`src/rtl/modulo_n_counter.sv`:
```
// Parametrised modulo-N up/down counter with synchronous clear and load, a
// combinational terminal count for cascading, and a registered wrap pulse.
// Optional feature macro: MODCNT_LOAD_CHECK_EN. When it is defined, an
// out-of-range load is rejected and a sticky load_err flag is raised.
// When it is undefined, an out-of-range load is clamped to MODULUS-1.
module modulo_n_counter #(
  parameter  int unsigned MODULUS = 10,
  localparam int unsigned WIDTH   = $clog2(MODULUS)
) (
  input  logic             clk,
  input  logic             reset_n,
  input  logic             clear,
  input  logic             load,
  input  logic [WIDTH-1:0] load_val,
  input  logic             enable,
  input  logic             up_dn,
  output logic [WIDTH-1:0] count,
  output logic             tc,
  output logic             wrap
`ifdef MODCNT_LOAD_CHECK_EN
  ,
  output logic             load_err
`endif
);

  // Compares run one bit wider than the count, so MODULUS-1 never aliases
  // when MODULUS is a power of two.
  localparam logic [WIDTH:0]   MAX_EXT = (WIDTH + 1)'(MODULUS - 1);
  localparam logic [WIDTH-1:0] MAX_VAL = WIDTH'(MODULUS - 1);

  logic [WIDTH-1:0] count_q, count_d;
  logic             wrap_q, wrap_d;
  logic [WIDTH:0]   count_ext;
  logic [WIDTH:0]   load_ext;
  logic             at_max;
  logic             at_zero;
  logic             load_ok;
  logic             tc_int;

  assign count_ext = {1'b0, count_q};
  assign load_ext  = {1'b0, load_val};
  assign at_max    = (count_ext == MAX_EXT);
  assign at_zero   = (count_q == '0);
  assign load_ok   = (load_ext <= MAX_EXT);

  // Masked by clear and load, so a stage that is about to be overridden never
  // advances the stage above it.
  assign tc_int = enable & ~clear & ~load & ((up_dn & at_max) | (~up_dn & at_zero));

  always_comb begin
    // NOTE: every output of this block gets a default first, so no path leaves
    // it unassigned and no latch is inferred.
    count_d = count_q;
    wrap_d  = tc_int;
    if (clear) begin
      count_d = '0;
    end else if (load) begin
      if (load_ok) begin
        count_d = load_val;
      end else begin
`ifdef MODCNT_LOAD_CHECK_EN
        count_d = count_q;
`else
        count_d = MAX_VAL;
`endif
      end
    end else if (enable) begin
      if (up_dn) begin
        count_d = at_max ? '0 : count_q + WIDTH'(1);
      end else begin
        count_d = at_zero ? MAX_VAL : count_q - WIDTH'(1);
      end
    end
  end

  always_ff @(posedge clk or negedge reset_n) begin
    // NOTE: sequential state uses non-blocking assignments so every flop
    // samples pre-edge values regardless of statement order.
    if (!reset_n) begin
      count_q <= '0;
      wrap_q  <= 1'b0;
    end else begin
      count_q <= count_d;
      wrap_q  <= wrap_d;
    end
  end

`ifdef MODCNT_LOAD_CHECK_EN
  logic load_err_q, load_err_d;

  // Sticky until clear; a later legal load does not clear it.
  always_comb begin
    load_err_d = load_err_q;
    if (clear) begin
      load_err_d = 1'b0;
    end else if (load && !load_ok) begin
      load_err_d = 1'b1;
    end
  end

  always_ff @(posedge clk or negedge reset_n) begin
    if (!reset_n) begin
      load_err_q <= 1'b0;
    end else begin
      load_err_q <= load_err_d;
    end
  end

  assign load_err = load_err_q;
`endif

  assign count = count_q;
  assign tc    = tc_int;
  assign wrap  = wrap_q;

endmodule

```
`config.mk`:
```
export PLATFORM = sky130hd
export DESIGN_NAME = modulo_n_counter
export DESIGN_NICKNAME = d
export VERILOG_FILES = /design/src/rtl/modulo_n_counter.sv
export SDC_FILE = /design/constraint.sdc
export NUM_CORES = 1
export LEC_CHECK = 0
export CORE_AREA = 3 3 40 42
export CTS_CLUSTER_DIAMETER = 100
export CTS_CLUSTER_SIZE = 10
export DETAILED_ROUTE_END_ITERATION = 10
export DIE_AREA = 0 0 43 45
export PLACE_DENSITY_LB_ADDON = 0.08
export SYNTH_ARGS = -nofsm -noshare
export SYNTH_HDL_FRONTEND = slang
export SYNTH_SLANG_ARGS = --single-unit
```
`constraint.sdc`:
```
create_clock -name clk -period 2 [get_ports clk]
set_clock_uncertainty 0.05 [all_clocks]
set_input_delay 0.6 -clock clk [delete_from_list [all_inputs] [get_ports clk]]
set_output_delay 0.6 -clock clk [all_outputs]
set_load 0.005 [all_outputs]
```
* Word-level counts from Yosys, hierarchy flattened
Index checks and enable logic that the tools add are counted.
Widths: inputs -> output; s select.
** Word-level totals
- Output and inout port bits :: 6
- Memory bits (writable) :: 0
- Bits in read-only memories :: 0
- Logic and storage cells :: 24
- Input bits :: 10
- Register bits after elaboration :: 5
- Latch bits :: 0
- Memories kept :: 0
** Cells by class
- Eq/ne operators :: 1
- Order comparisons :: 1
- $mul :: 0
- Divide/modulo/power cells :: 0
- Reduce and logical (&&, ||, !) cells :: 2
- Mux-type cells :: 7
- Add/sub/neg operators :: 2
- Bitwise logic cells :: 9
- Shift operators :: 0
** Operators by type and width (count)
- $mux 4 :: 7
- $and 1x1->1 :: 5
- $add 4x1->4 const B :: 1
- $eq 4x4->1 const B :: 1
- $le 4x4->1 const B :: 1
- $logic_not 4->1 :: 1
- $sub 4x1->4 const B :: 1
- $not 1->1 :: 3
- $reduce_bool 3->1 :: 1
- $or 1x1->1 :: 1

* Longest topological paths before layout
Gate-level depths: netlist of the first run.
- Depth in word-level cells :: 6
- Gate-level depth with buffers :: 5
- Mapped depth without buffers :: 4

* Worst setup path after synthesis of the first run
No wires, ideal clock.
- Kind :: input -> output
- Start :: in load
- End :: out tc
- Stages :: 3
- Slack :: 0.064 ns
- Data required time :: 1.350 ns
- Arrival :: 1.286 ns
- Path buffers :: 0
- Cell sequence :: nand2b_4 or4_1 a21oi_1
** Between the ends
- Longest elaborated chain between the ends :: 3
** Ends and longest elaborated chain
- start, declared :: line 13 : input logic load,
- $not 1->1 :: line 48 : assign tc_int = enable & ~clear & ~load & ((up_dn & at_max) | (~up_dn & at_zero));
- $and 1x1->1 (2 in a row) :: line 48
- end, declared :: line 18 : output logic tc,
Every way passes these cells.

* Worst setup path in the final report of the first run
Same ends and word-level chain as after synthesis.

==> results.json, run 1 <==
{
  "status": "finished, violations left",
  "drive_above_1_share_pct": 38.4,
  "synthCells": 46,
  "row_count": 13,
  "die_area_sq_um": 1940,
  "synth.area.top_cells": "dfrtp_1 29%, a221oi_2 6.9%, xor2_1 4.0%",
  "synth.top_cell.area_share_pct": 28.6,
  "holdCritPathClass": "in -> async",
  "crit_arrival_ps": 1510,
  "die_x_um": 43,
  "hold_buffers": 0,
  "drv_cap": 0,
  "antenna_found_initial": 0,
  "cp-endpoint": "tc",
  "rsz0062_at_grt": "yes",
  "gp_congestion": 0.766,
  "synth_nets": 56,
  "synth_top_family_by_area": "simple AND/OR/NAND/NOR gates",
  "powerDensity_nw_per_um2": 519,
  "crit_fanout": 2,
  "relSlewSlack_pct": 83.0,
  "antenna_left": 0,
  "fin_ws_ps": -161,
  "drt_wl_total_um": 1140,
  "yosys_warnings": 0,
  "syn_area_sq_um": 438,
  "r2r_slack_ps": 580,
  "hold_viol": 0,
  "synth-adder-area-share_pct": 0,
  "synth.avg_cell_area_sq_um": 9.52,
  "first_pass_iters": 4,
  "fillers": 132,
  "p_leak_uw": 0.000308,
  "synth_xor_area_share_pct": 7.71,
  "rr_worst_depth": 5,
  "avgRoutedWirePerCell_um": 12.9,
  "cp-start-kind": "primary input",
  "final_nets": 84,
  "core_area_sq_um": 1280,
  "ys_types": 30,
  "drc": 0,
  "timing.rr.start": "count[1]",
  "finalCriticalPeriod_ps": 2160,
  "path_clk_slew_ps": 50,
  "synthMuxAreaShare_pct": 2.29,
  "synthSimpleGateAreaFrac_pct": 26.9,
  "crit_path_start": "load",
  "dp_slack_ps": -924,
  "crit_type": "in -> out",
  "grt_overflow": 0,
  "required_ps": 1350,
  "grtUsageTotal_pct": 13.9,
  "synth_ff_type": "dfrtp_1",
  "whs_ps": 526,
  "vdd_drop_max_mv": 0.184,
  "ys_ff_latch": 5,
  "cts_max_path_buffers": 2,
  "drt_iter0_drc": 7,
  "synth.largest_area_cell": "dfrtp_1",
  "grt_pass1_vias": 438,
  "grt_max_degree": 11,
  "setup_tns_ps": -161,
  "cts_root_buf": "clkbuf_4",
  "cts_sinks": 5,
  "htreeDepth": 1,
  "clk_latency_ps": 250,
  "synth_edf_count": 0,
  "grtUsageMet1_pct": 16.5,
  "utilization_pct": 54.0,
  "grt_pass1_wl_um": 1930,
  "n_antenna_cell": 0,
  "use_met2_pct": 22.5,
  "finalPower_uw": 360,
  "yosysSeqAreaShare_pct": 28.6,
  "fin_crit_sh_pct": 108,
  "vias": 453,
  "boundaryPins": 16,
  "vias_per_cell": 5.15,
  "use_met3_pct": 2.39,
  "port_buffers": 15,
  "maxSlewViolCount": 0,
  "setup_viol": 1,
  "ys_async_sr_fraction_pct": 100,
  "r2r_end": "count[3]",
  "busiest_layer": "met2",
  "cts_tree": "done",
  "synth_compound_area_share_pct": 26.0,
  "yosysMostFrequentCell": "dfrtp_1",
  "timing.fmax_ghz": 0.463,
  "syn2layout_area_growth_pct": 58.6,
  "fp.dieH_um": 45,
  "netlist_top_cells_count": "5 x dfrtp_1, 4 x nor2_1, 3 x a21oi_1, 3 x inv_1",
  "initial_core_util_pct": 34.1,
  "numCtsBuffers": 3,
  "violations": "negative setup slack",
  "dp_hpwl_um": 819,
  "cp-end-kind": "primary output",
  "worst_pin_slew_ps": 253
}
## placed cells by master, fill, tap and decap left out, types with 2 or more instances in the layout
cell type	Yosys	layout
buf_4	2	11
clkdlybuf4s50_1	0	10
dfrtp_1	5	5
nor2_1	4	4
inv_1	3	3
clkbuf_4	0	3
nand3_1	2	2
xor2_1	2	2
a221oi_2	2	2
nor2b_1	2	2
a21oi_1	3	2
buf_2	0	2
## power by group
part           switching (uW)  internal, uW
clock network            44.4          75.6
registers                3.32           108
logic                    59.2          69.8
## cell families after synthesis
| family | count (synthesis) |
|---|---|
| buffers and inverters | 6 |
| DFF | 5 |
| muxes | 1 |
| xor gates and xnor gates | 3 |
| AOI/OAI and AO/OA | 13 |
| and+or+nand+nor | 18 |
## through the flow
stage | cells | area [sq um]
2_1_floorplan | 46 | 438
3_3_place_gp | 82 | 648
3_5_place_dp | 82 | 648
4_1_cts | 87 | 679
5_1_grt | 88 | 694
6_report | 88 | 694
## critical path, stage by stage
cell,delay [ps]
buf_6,90
nand2b_4,130
or4_4,430
a21oi_4,130
buf_2,130
## routing by layer
metal / up-vias / routed length [um] / share of wire, %
li1: 224 / - / -
met1: 207 / 490 / 43
met2: 18 / 541 / 48
met3: 4 / 63 / 5.5
met4: 0 / 43 / 3.8
met5: - / 0 / 0
## state kept, by name, indices dropped and copies added (netlist names)
name	flops
count	4
wrap	1
## cell type report
| class | count | area, sq um | share of cell area (%) |
|---|---|---|---|
| clock buffer | 4 | 26.3 | 3.78 |
| inverter | 3 | 11.3 | 1.62 |
| multi-input combinational | 35 | 295 | 42.5 |
| sequential | 5 | 125 | 18.0 |
| tap | 15 | 18.8 | 2.70 |
| timing repair buffer | 26 | 218 | 31.4 |
## how the worst min path moves through the flow
stage | start | end | cells after the start
final | reset_n | count[2] | 1
after global routing | reset_n | count[2] | 1
after CTS | reset_n | wrap | 1
after detailed placement | count[2] | wrap | 2
after global placement | count[2] | wrap | 2
after floorplan | reset_n | count[0] | 0
## timing repair
| action | in CTS | in global routing |
|---|---|---|
| buffers inserted | 1 | 1 |
| endpoints found under the setup margin | 1 | 1 |
| pin swaps | 2 | 2 |
| resized for setup | 18 | 3 |
| gates cloned | 0 | 0 |
Note: power is estimated with default switching activity, not from simulation.
==> run 2: changes to the inputs <==
--- a/config.mk
+++ b/config.mk
@@ -5,6 +5,7 @@
 export SDC_FILE = /design/constraint.sdc
 export NUM_CORES = 1
 export LEC_CHECK = 0
+export ABC_CLOCK_PERIOD_IN_PS = 2100
 export CORE_AREA = 3 3 40 42
 export CTS_CLUSTER_DIAMETER = 100
 export CTS_CLUSTER_SIZE = 10
==> constraint.sdc (replaced) <==
create_clock -name clk -period 2.1 [get_ports clk]
set_clock_uncertainty 0.05 [all_clocks]
set_input_delay 0.63 -clock clk [delete_from_list [all_inputs] [get_ports clk]]
set_output_delay 0.63 -clock clk [all_outputs]
set_load 0.005 [all_outputs]
==> results of run 2 <==
The final DEF is identical to that of run 1. Status: finished, violations left: negative setup slack.
Among the figures that moved: setup slack after placement -924 ps -> -884 ps; setup slack after layout -161 ps -> -121 ps; setup TNS -161 ps -> -121 ps; hold slack 526 ps -> 556 ps; register-to-register setup slack 580 ps -> 680 ps; total power 360 uW -> 343 uW; worst IR drop on VDD 0.184 mV -> 0.175 mV
